--- src/rtl/md_pkg.sv ---
// Shared types and helpers for the multiply/divide unit.
package md_pkg;

    typedef enum logic [3:0] {
        OP_MULT  = 4'd0,
        OP_MULTU = 4'd1,
        OP_DIV   = 4'd2,
        OP_DIVU  = 4'd3,
        OP_MTLO  = 4'd4,
        OP_MTHI  = 4'd5,
        OP_MADD  = 4'd6,
        OP_MADDU = 4'd7,
        OP_MSUB  = 4'd8,
        OP_MSUBU = 4'd9
    } md_op_e;

    typedef enum logic [1:0] {
        ST_IDLE = 2'd0,
        ST_MUL  = 2'd1,
        ST_DIV  = 2'd2,
        ST_FIX  = 2'd3
    } md_state_e;

    // Ops whose operands are interpreted as two's complement.
    function automatic logic md_is_signed(input md_op_e op);
        return (op == OP_MULT) || (op == OP_DIV) || (op == OP_MADD) || (op == OP_MSUB);
    endfunction

    function automatic logic md_is_div(input md_op_e op);
        return (op == OP_DIV) || (op == OP_DIVU);
    endfunction

endpackage

--- src/rtl/md_divider.sv ---
// Unsigned restoring divider core: one quotient bit per step, no sign handling.
module md_divider
    import md_pkg::*;
#(
    parameter int unsigned WIDTH = 32
) (
    input  logic             clk,
    input  logic             reset,
    input  logic             load,
    input  logic             step,
    input  logic [WIDTH-1:0] dividend,
    input  logic [WIDTH-1:0] divisor,
    output logic [WIDTH-1:0] quotient,
    output logic [WIDTH-1:0] remainder,
    output logic             last
);

    localparam int unsigned CW = $clog2(WIDTH);

    logic [WIDTH-1:0] divisor_q;
    logic [CW-1:0]    cnt_q;
    logic [WIDTH:0]   shifted;
    logic [WIDTH:0]   trial;

    // Quotient register doubles as the dividend shift register.
    assign shifted = {remainder, quotient[WIDTH-1]};
    assign trial   = shifted - {1'b0, divisor_q};

    // last is high during the cycle in which the final step is taken.
    always_ff @(posedge clk or negedge reset) begin
        if (!reset) begin
            quotient  <= '0;
            remainder <= '0;
            divisor_q <= '0;
            cnt_q     <= '0;
            last      <= 1'b0;
        end else if (load) begin
            quotient  <= dividend;
            remainder <= '0;
            divisor_q <= divisor;
            cnt_q     <= '0;
            last      <= 1'b0;
        end else if (step) begin
            if (!trial[WIDTH]) begin
                remainder <= trial[WIDTH-1:0];
                quotient  <= {quotient[WIDTH-2:0], 1'b1};
            end else begin
                remainder <= shifted[WIDTH-1:0];
                quotient  <= {quotient[WIDTH-2:0], 1'b0};
            end
            cnt_q <= cnt_q + CW'(1);
            last  <= (cnt_q == CW'(WIDTH - 2));
        end
    end

endmodule

--- src/rtl/md_unit.sv ---
// Multiply/divide unit owning HI/LO; define MD_MADD_EN to build the MADD/MSUB accumulate ops.
module md_unit
    import md_pkg::*;
#(
    parameter int unsigned WIDTH   = 32,
    parameter int unsigned MUL_LAT = 5
) (
    input  logic             clk,
    input  logic             reset,
    input  logic             start,
    input  logic [3:0]       op,
    input  logic [WIDTH-1:0] src_a,
    input  logic [WIDTH-1:0] src_b,
    input  logic             cancel,
    output logic [WIDTH-1:0] hi,
    output logic [WIDTH-1:0] lo,
    output logic             busy,
    output logic             done
);

    localparam int unsigned DW = 2 * WIDTH;
    localparam int unsigned CW = $clog2(MUL_LAT + 1);

    md_state_e        state_q, state_d;
    logic [CW-1:0]    cnt_q, cnt_d;
    md_op_e           op_q;
    logic [WIDTH-1:0] a_q, b_q;
    logic             quo_neg_q, rem_neg_q, bzero_q;

    logic [WIDTH-1:0] hi_d, lo_d;
    logic             done_d;
    logic             latch_en;
    logic             div_load, div_step;

    md_op_e           op_e;
    logic             sgn, a_neg, b_neg;
    logic             is_mul, is_div;
    logic [WIDTH-1:0] mag_a, mag_b;

    logic [WIDTH-1:0] quotient, remainder;
    logic             div_last;
    logic [WIDTH-1:0] quo_fix, rem_fix;

    logic [DW-1:0]    ext_a, ext_b, product, acc;

    // Issue-side decode and operand magnitude extraction.
    assign op_e  = md_op_e'(op);
    assign sgn   = md_is_signed(op_e);
    assign a_neg = sgn & src_a[WIDTH-1];
    assign b_neg = sgn & src_b[WIDTH-1];
    assign mag_a = a_neg ? (WIDTH'(0) - src_a) : src_a;
    assign mag_b = b_neg ? (WIDTH'(0) - src_b) : src_b;
    assign is_div = md_is_div(op_e);

`ifdef MD_MADD_EN
    assign is_mul = (op_e == OP_MULT) || (op_e == OP_MULTU) ||
                    (op_e == OP_MADD) || (op_e == OP_MADDU) ||
                    (op_e == OP_MSUB) || (op_e == OP_MSUBU);
`else
    assign is_mul = (op_e == OP_MULT) || (op_e == OP_MULTU);
`endif

    md_divider #(.WIDTH(WIDTH)) u_div (
        .clk       (clk),
        .reset     (reset),
        .load      (div_load),
        .step      (div_step),
        .dividend  (mag_a),
        .divisor   (mag_b),
        .quotient  (quotient),
        .remainder (remainder),
        .last      (div_last)
    );

    // Full-width product; extension choice makes one multiplier serve both signednesses.
    assign ext_a   = md_is_signed(op_q) ? {{WIDTH{a_q[WIDTH-1]}}, a_q} : {{WIDTH{1'b0}}, a_q};
    assign ext_b   = md_is_signed(op_q) ? {{WIDTH{b_q[WIDTH-1]}}, b_q} : {{WIDTH{1'b0}}, b_q};
    assign product = ext_a * ext_b;

`ifdef MD_MADD_EN
    // Accumulate against HI/LO as they stand at commit.
    always_comb begin
        acc = product;
        case (op_q)
            OP_MADD, OP_MADDU: acc = {hi, lo} + product;
            OP_MSUB, OP_MSUBU: acc = {hi, lo} - product;
            default:           acc = product;
        endcase
    end
`else
    assign acc = product;
`endif

    assign quo_fix = quo_neg_q ? (WIDTH'(0) - quotient)  : quotient;
    assign rem_fix = rem_neg_q ? (WIDTH'(0) - remainder) : remainder;

    // Next-state and commit logic.
    always_comb begin
        state_d  = state_q;
        cnt_d    = cnt_q;
        hi_d     = hi;
        lo_d     = lo;
        done_d   = 1'b0;
        latch_en = 1'b0;
        div_load = 1'b0;
        div_step = 1'b0;
        case (state_q)
            ST_IDLE: begin
                if (start && !cancel) begin
                    if (op_e == OP_MTLO) begin
                        lo_d = src_a;
                    end else if (op_e == OP_MTHI) begin
                        hi_d = src_a;
                    end else if (is_mul) begin
                        latch_en = 1'b1;
                        cnt_d    = CW'(MUL_LAT);
                        state_d  = ST_MUL;
                    end else if (is_div) begin
                        latch_en = 1'b1;
                        div_load = 1'b1;
                        state_d  = ST_DIV;
                    end
                end
            end
            ST_MUL: begin
                if (cancel) begin
                    state_d = ST_IDLE;
                end else if (cnt_q == CW'(1)) begin
                    {hi_d, lo_d} = acc;
                    done_d       = 1'b1;
                    state_d      = ST_IDLE;
                end else begin
                    cnt_d = cnt_q - CW'(1);
                end
            end
            ST_DIV: begin
                if (cancel) begin
                    state_d = ST_IDLE;
                end else begin
                    div_step = 1'b1;
                    if (div_last) begin
                        state_d = ST_FIX;
                    end
                end
            end
            ST_FIX: begin
                if (cancel) begin
                    state_d = ST_IDLE;
                end else begin
                    if (bzero_q) begin
                        lo_d = '1;
                        hi_d = a_q;
                    end else begin
                        lo_d = quo_fix;
                        hi_d = rem_fix;
                    end
                    done_d  = 1'b1;
                    state_d = ST_IDLE;
                end
            end
            default: state_d = ST_IDLE;
        endcase
    end

    always_ff @(posedge clk or negedge reset) begin
        if (!reset) begin
            state_q   <= ST_IDLE;
            cnt_q     <= '0;
            op_q      <= OP_MULT;
            a_q       <= '0;
            b_q       <= '0;
            quo_neg_q <= 1'b0;
            rem_neg_q <= 1'b0;
            bzero_q   <= 1'b0;
            hi        <= '0;
            lo        <= '0;
            busy      <= 1'b0;
            done      <= 1'b0;
        end else begin
            state_q <= state_d;
            cnt_q   <= cnt_d;
            hi      <= hi_d;
            lo      <= lo_d;
            busy    <= (state_d != ST_IDLE);
            done    <= done_d;
            if (latch_en) begin
                op_q      <= op_e;
                a_q       <= src_a;
                b_q       <= src_b;
                quo_neg_q <= a_neg ^ b_neg;
                rem_neg_q <= a_neg;
                bzero_q   <= (src_b == '0);
            end
        end
    end

endmodule

--- config.mk ---
export PLATFORM = sky130hd
export DESIGN_NAME = md_unit
export DESIGN_NICKNAME = d
export VERILOG_FILES = /design/src/rtl/md_pkg.sv /design/src/rtl/md_divider.sv /design/src/rtl/md_unit.sv
export SDC_FILE = /design/constraint.sdc
export NUM_CORES = 2
export LEC_CHECK = 0
export CAP_MARGIN = 20
export CORE_AREA = 2 2 341 343
export CTS_CLUSTER_DIAMETER = 200
export DETAILED_ROUTE_END_ITERATION = 16
export DIE_AREA = 0 0 343 345
export PLACE_DENSITY_LB_ADDON = 0.3
export SYNTH_ARGS = -nofsm -noshare
export SYNTH_HDL_FRONTEND = slang
export SYNTH_SLANG_ARGS = --single-unit
--- constraint.sdc ---
create_clock -name clk -period 30.2 [get_ports clk]
set_input_delay 6.04 -clock clk [delete_from_list [all_inputs] [get_ports clk]]
set_output_delay 6.04 -clock clk [all_outputs]
set_load 0.02 [all_outputs]
Yosys cells after proc, flatten, opt, wreduce, memory -nomap -nowiden
Cells that the tools add are included.

storage, ports and cells
  bits in registers = 244
  output and inout port bits = 66
  input bits = 72
  word-level logic and storage cells = 138

cells by class
  multiplexer cells = 64
  bitwise logic cells = 3
  reductions and logical operators = 21
  $mul = 1
  add/sub/neg operators = 7
  equality and inequality tests = 25

operator list
  cell                   number
  $mux 32                22
  $pmux 32 s3            2
  $mux 64                2
  $sub 1x32->32 const A  4
  $mul 64x64->64         1
  $sub 33x32->33         1
  $logic_not 32->1       1
  $ne 2x2->1 const B     10
  $mux 1                 18
  $mux 2                 9
  $mux 3                 6
  $eq 4x3->1 const B     4
  $reduce_and 7->1       2
  $eq 4x2->1 const B     3
  $mux 5                 2
  $eq 4x4->1 const B     2
  $logic_not 4->1        2
  $logic_or 1x1->1       8
  $pmux 2 s4             1
  $pmux 3 s2             1
  $reduce_and 6->1       1
  $reduce_bool 2->1      3
  $add 5x1->5 const B    1
  $eq 5x5->1 const B     1
  other kinds (12)       14

Longest topological paths before layout
  depth in word-level cells = 9
  gate-level depth with buffers = 37
  depth with buffers taken out = 34

Modules after synthesis
A second synthesis with hierarchy kept.

second synthesis, totals
  cell total of the unflattened synthesis = 7079
  area total of the unflattened synthesis = 63010.4 sq um

by module, submodules not included
  module      sequential area each (sq um)  times used  area an instance (sq um)  cells an instance
  md_unit     3553.4                        1           56738.2                   6354
  md_divider  2552.4                        1           6272.3                    725

Worst setup path before layout
No wires, ideal clock.

  kind = reg-to-reg
  start = reg op_q[1]
  end = reg hi[30]
  path buffers = 3
  arrival = 9.390 ns
  cell stages (with the launch flop) = 36
  clock period less this slack = 9.455 ns
  required time = 30.135 ns
  path slack = 20.745 ns
  setup time = 0.065 ns
  cells stage by stage = dfrtp_1 mux2_2 nor3b_2 clkbuf_1 clkbuf_1 nand2_1 fa_1 inv_1 fa_1 inv_1 fa_1 inv_1 fa_1 inv_1 fa_1 fa_1 inv_1 fa_1 fa_1 fa_1 inv_1 fa_1 inv_1 ha_1 clkbuf_1 a21o_1 a21o_1 a21oi_1 inv_1 a21oi_1 o21ai_0 a311o_1 o21ai_0 o31ai_1 nor4_1 a211o_1

between the ends
  cells in the longest elaborated chain, start to end = 9
  elaborated cells between the ends (all ways) = 13
  classes of those cells = 1 x mul; 3 x eq/ne; 5 x mux; 4 x reduce/logical

RTL lines
  what                                           RTL line                      source
  start, declared                                md_unit.sv:26                 md_op_e op_q;
  start signal, assigned                         md_unit.sv:187                op_q <= op_e;
  $eq 4x2->1 or $logic_not 4->1 (tied branches)  md_pkg.sv:26                  return (op == OP_MULT) || (op == OP_DIV) || (op == OP_MADD) || (op == OP_MSUB);
  $logic_or 1x1->1 (2 in series)                 md_pkg.sv:26
  $logic_or 1x1->1 (*)                           md_pkg.sv:26
  $mux 64, on equally long branches              md_unit.sv:76, md_unit.sv:77
  $mul 64x64->64 (*)                             md_unit.sv:78                 assign product = ext_a * ext_b;
  $mux 32 (*)                                    md_unit.sv:128                end else if (cnt_q == CW'(1)) begin
  $mux 32 (*)                                    md_unit.sv:126                if (cancel) begin
  $pmux 32 s3 (*)                                md_unit.sv:107                case (state_q)
  end signal, assigned                           md_unit.sv:182                hi <= hi_d;
  end, declared                                  md_unit.sv:15                 output logic [WIDTH-1:0] hi,

Mark *: on every way between the ends. The rest lies on a longest branch, timed or not. The select of a mux whose other input is x is not followed.
A chain may end at the register's enable or synchronous reset.

Worst setup path in the final report
  start = reg a_q[31]
  end = reg hi[30]

between the ends
  cells in the longest elaborated chain, start to end = 5

RTL lines
  what                    RTL line        source
  start, declared         md_unit.sv:27   logic [WIDTH-1:0] a_q, b_q;
  start signal, assigned  md_unit.sv:188  a_q <= src_a;
  $mux 64                 md_unit.sv:76   assign ext_a = md_is_signed(op_q) ? {{WIDTH{a_q[WIDTH-1]}}, a_q} : {{WIDTH{1'b0}}, a_q};
  $mul 64x64->64          md_unit.sv:78
  $mux 32                 md_unit.sv:128
  $mux 32                 md_unit.sv:126
  $pmux 32 s3             md_unit.sv:107

Every way passes these cells. The select of a mux whose other input is x is not followed.

==> impl_metrics.yaml <==
sta:
  grt_setup_unrepaired: "false"
  worstMarginPinSlew_ns: 1.18
  setup_viol: 0
  fin_skew_ns: 0.0315
  drv_slew: 0
  timing.final.crit_period_ns: 10.30
  max_slew_margin: 0.206
  fin_crit_sh: 0.341
  max_freq_mhz: 97.1
  hold_viol_final: 0
  tns_ns: 0
global_route:
  grt_max_degree: 136
  grt_overflow_total: 0
  antenna_found_initial: 9
  grt_pass1_vias: 50900
  grt_use_total: 0.338
  grt_pass1_wl_um: 303000
logic_synthesis:
  ys_async_sr_fraction: 1.00
  synth_edf_count: 0
  syn_avg_cell_area_sq_um: 9.10
  yosys_warnings: 0
  synth_area_sq_mm: 0.0625
  synth_flop_cell: "dfrtp_1"
  synthCells: 6871
  ys_ff_latch: 244
  ys_seq_area_frac: 0.0977
  yosys.cell_types.count: 88
  syn-num-nets: 8711
final_layout:
  fin_nets: 8602
  final_cell_mix: "inv_1 (1,651), fa_1 (1,420), nand2_1 (979)"
  area.growth.synth_to_final_pct: 5.72
  drive_gt1_frac: 0.0344
  fill_cells: 10200
  seq_area_sq_mm: 0.00611
  multi_input_area_sq_mm: 0.0489
  final_common_cell: "inv_1"
route:
  drc: 0
  post_drt_wl_per_cell_um: 23.0
  drtPass1Iterations: 6
  drtAntennaViolNets: 0
  totalWireLength_um: 191000
  vias_per_cell: 5.67
  drt-initial-drc-count: 3963
  num_vias: 47100
hold_path:
  hold_path_end: "u_div.divisor_q[30]"
  min-delay-start: "u_div.divisor_q[30]"
  whs_path_depth: 2
  hp-class: "flop to flop"
worst_setup_path:
  critical_path.endpoint_type: "flop"
  slowest_delay_ns: 0.90
  r2r_start: "a_q[31]"
  setup.worst_path.class: "flop to flop"
  cpMostUsedCell: "fa_1"
  cp_max_fo: 33
  worstPathRequired_ns: 30.72
  rr_endpoint: "hi[30]"
  cpMaxStageDelayCell: "fa_1"
  worst_r2r_path_depth: 31
  cp.arrival_ns: 10.82
  start_kind: "flop"
  reg2reg_slack_ns: 19.90
status:
  outcome: "completed"
die:
  die-area_sq_mm: 0.118
  fp.coreArea_sq_mm: 0.115
  io_pins: 138
  std_cell_rows: 125
  initial_core_util: 0.543
  die_x_um: 343
  die_h_um: 345
cts:
  clkLatencyLatePin_ns: 0.58
  cts_resized: 0
  clk_pin_slew_ns: 0.07
  cts_sinks: 244
  cts_root_buf: "clkbuf_16"
  htreeDepth: 1
  cts_buffers: 27
  cts_setup_buffers: 0
  cts_tree: "built"
  clockBufferDepth: 3
  holdBufCountCts: 0
place:
  gp_congestion: 1.01
  place.port_buffers: 137
  dp_hpwl_um: 155000
flow_run:
  drv_cap: 0
-- worst max-delay path: cells and delay by family, from the launching register on --
| kind | cells | cell delay [ns] |
|---|---|---|
| fa+ha+maj | 11 | 6.15 |
| buf+inv | 9 | 1.56 |
| simple gates | 3 | 0.65 |
| compound gates | 8 | 1.45 |
| flops | 1 | 0.40 |
-- metrics by stage --
stage | instance area [sq um] | hold WS, ns | worst slack, ns | cells | utilization
floorplan | 62500 | 0.446 | 20.74 | 6871 | -
global placement | 65100 | 0.462 | 20.04 | 8257 | 0.566
detailed placement | 65100 | 0.467 | 19.91 | 8257 | 0.566
CTS | 66100 | 0.485 | 19.87 | 8306 | 0.574
global route | 66100 | 0.508 | 19.46 | 8306 | 0.574
finish | 66100 | 0.486 | 19.90 | 8309 | 0.574
-- Yosys cell counts, types with 8 or more instances --
cell	number	area (sq um)
inv_1	1651	6200
fa_1	1420	28400
nand2_1	980	3680
and2_1	364	2280
ha_1	348	4350
clkbuf_1	337	1260
o21ai_0	245	1230
dfrtp_1	244	6110
a21oi_1	174	871
nor2_1	169	634
xnor2_1	154	1350
xor2_1	111	972
a21o_1	67	503
mux2_2	55	619
o31ai_1	36	270
nand3_1	35	175
a22oi_1	31	233
a31oi_1	29	181
nor3_1	29	145
nand4_1	24	150
nor2b_1	22	138
nand2b_1	20	125
nor4_1	20	125
o21a_1	19	143
o211ai_1	17	128
o221ai_1	17	149
a211oi_1	16	120
buf_1	16	60.1
or3_1	16	100
o21bai_1	15	113
and3_1	13	81.3
a41oi_1	12	105
or4_1	12	90.1
mux2i_1	11	110
o21ai_1	10	50.1
o41ai_1	10	87.6
buf_2	8	40.0
-- kinds of logic (layout without fill, tap and decap cells) --
kind of cell,count (synthesis),count (layout),share of synthesized area
xor+xnor,266,266,0.0374
flops,244,244,0.0977
mux,66,66,0.0117
simple gates,1736,1736,0.128
buf+inv,2014,1925,0.121
compound gates,773,773,0.0787
other cells,0,3,0
fa+ha+maj,1772,1772,0.525
-- sequential cells by signal (all words and copies together) (netlist names), 2 cells and up --
| name | cells |
|---|---|
| state_q | 2 |
| u_div.divisor_q | 32 |
| b_q | 32 |
| u_div.quotient | 32 |
| cnt_q | 3 |
| op_q | 4 |
| hi | 32 |
| lo | 32 |
| u_div.remainder | 32 |
| u_div.cnt_q | 5 |
| a_q | 32 |
-- final cells by class --
type,instances,area share
multi-input combinational,4613,0.740
inverter,1652,0.0939
sequential,244,0.0925
timing repair buffer,224,0.0309
tap,1524,0.0289
clock buffer,37,0.0117
clock inverter,12,0.00214
antenna,3,0.000114
-- per-layer routing --
| metal | part of all wire | vias to the layer above | track usage |
|---|---|---|---|
| li1 | - | 20300 | - |
| met1 | 0.40 | 24200 | 0.470 |
| met2 | 0.45 | 2233 | 0.519 |
| met3 | 0.11 | 367 | 0.0851 |
| met4 | 0.041 | 6 | 0.114 |
| met5 | 0.00023 | - | 0 |
-- worst max-delay path by stage --
stage	slack [ns]	end	from	cells past startpoint
detailed placement	19.91	hi[30]	a_q[31]	31
CTS	19.87	hi[30]	a_q[31]	31
floorplan	20.74	hi[30]	op_q[1]	35
finish	19.90	hi[30]	a_q[31]	31
global route	19.46	hi[29]	a_q[31]	30
global placement	20.04	hi[28]	a_q[31]	31
Power is not shown: default switching activity piles up to over one toggle a cycle in this logic, so the estimate is an artifact.
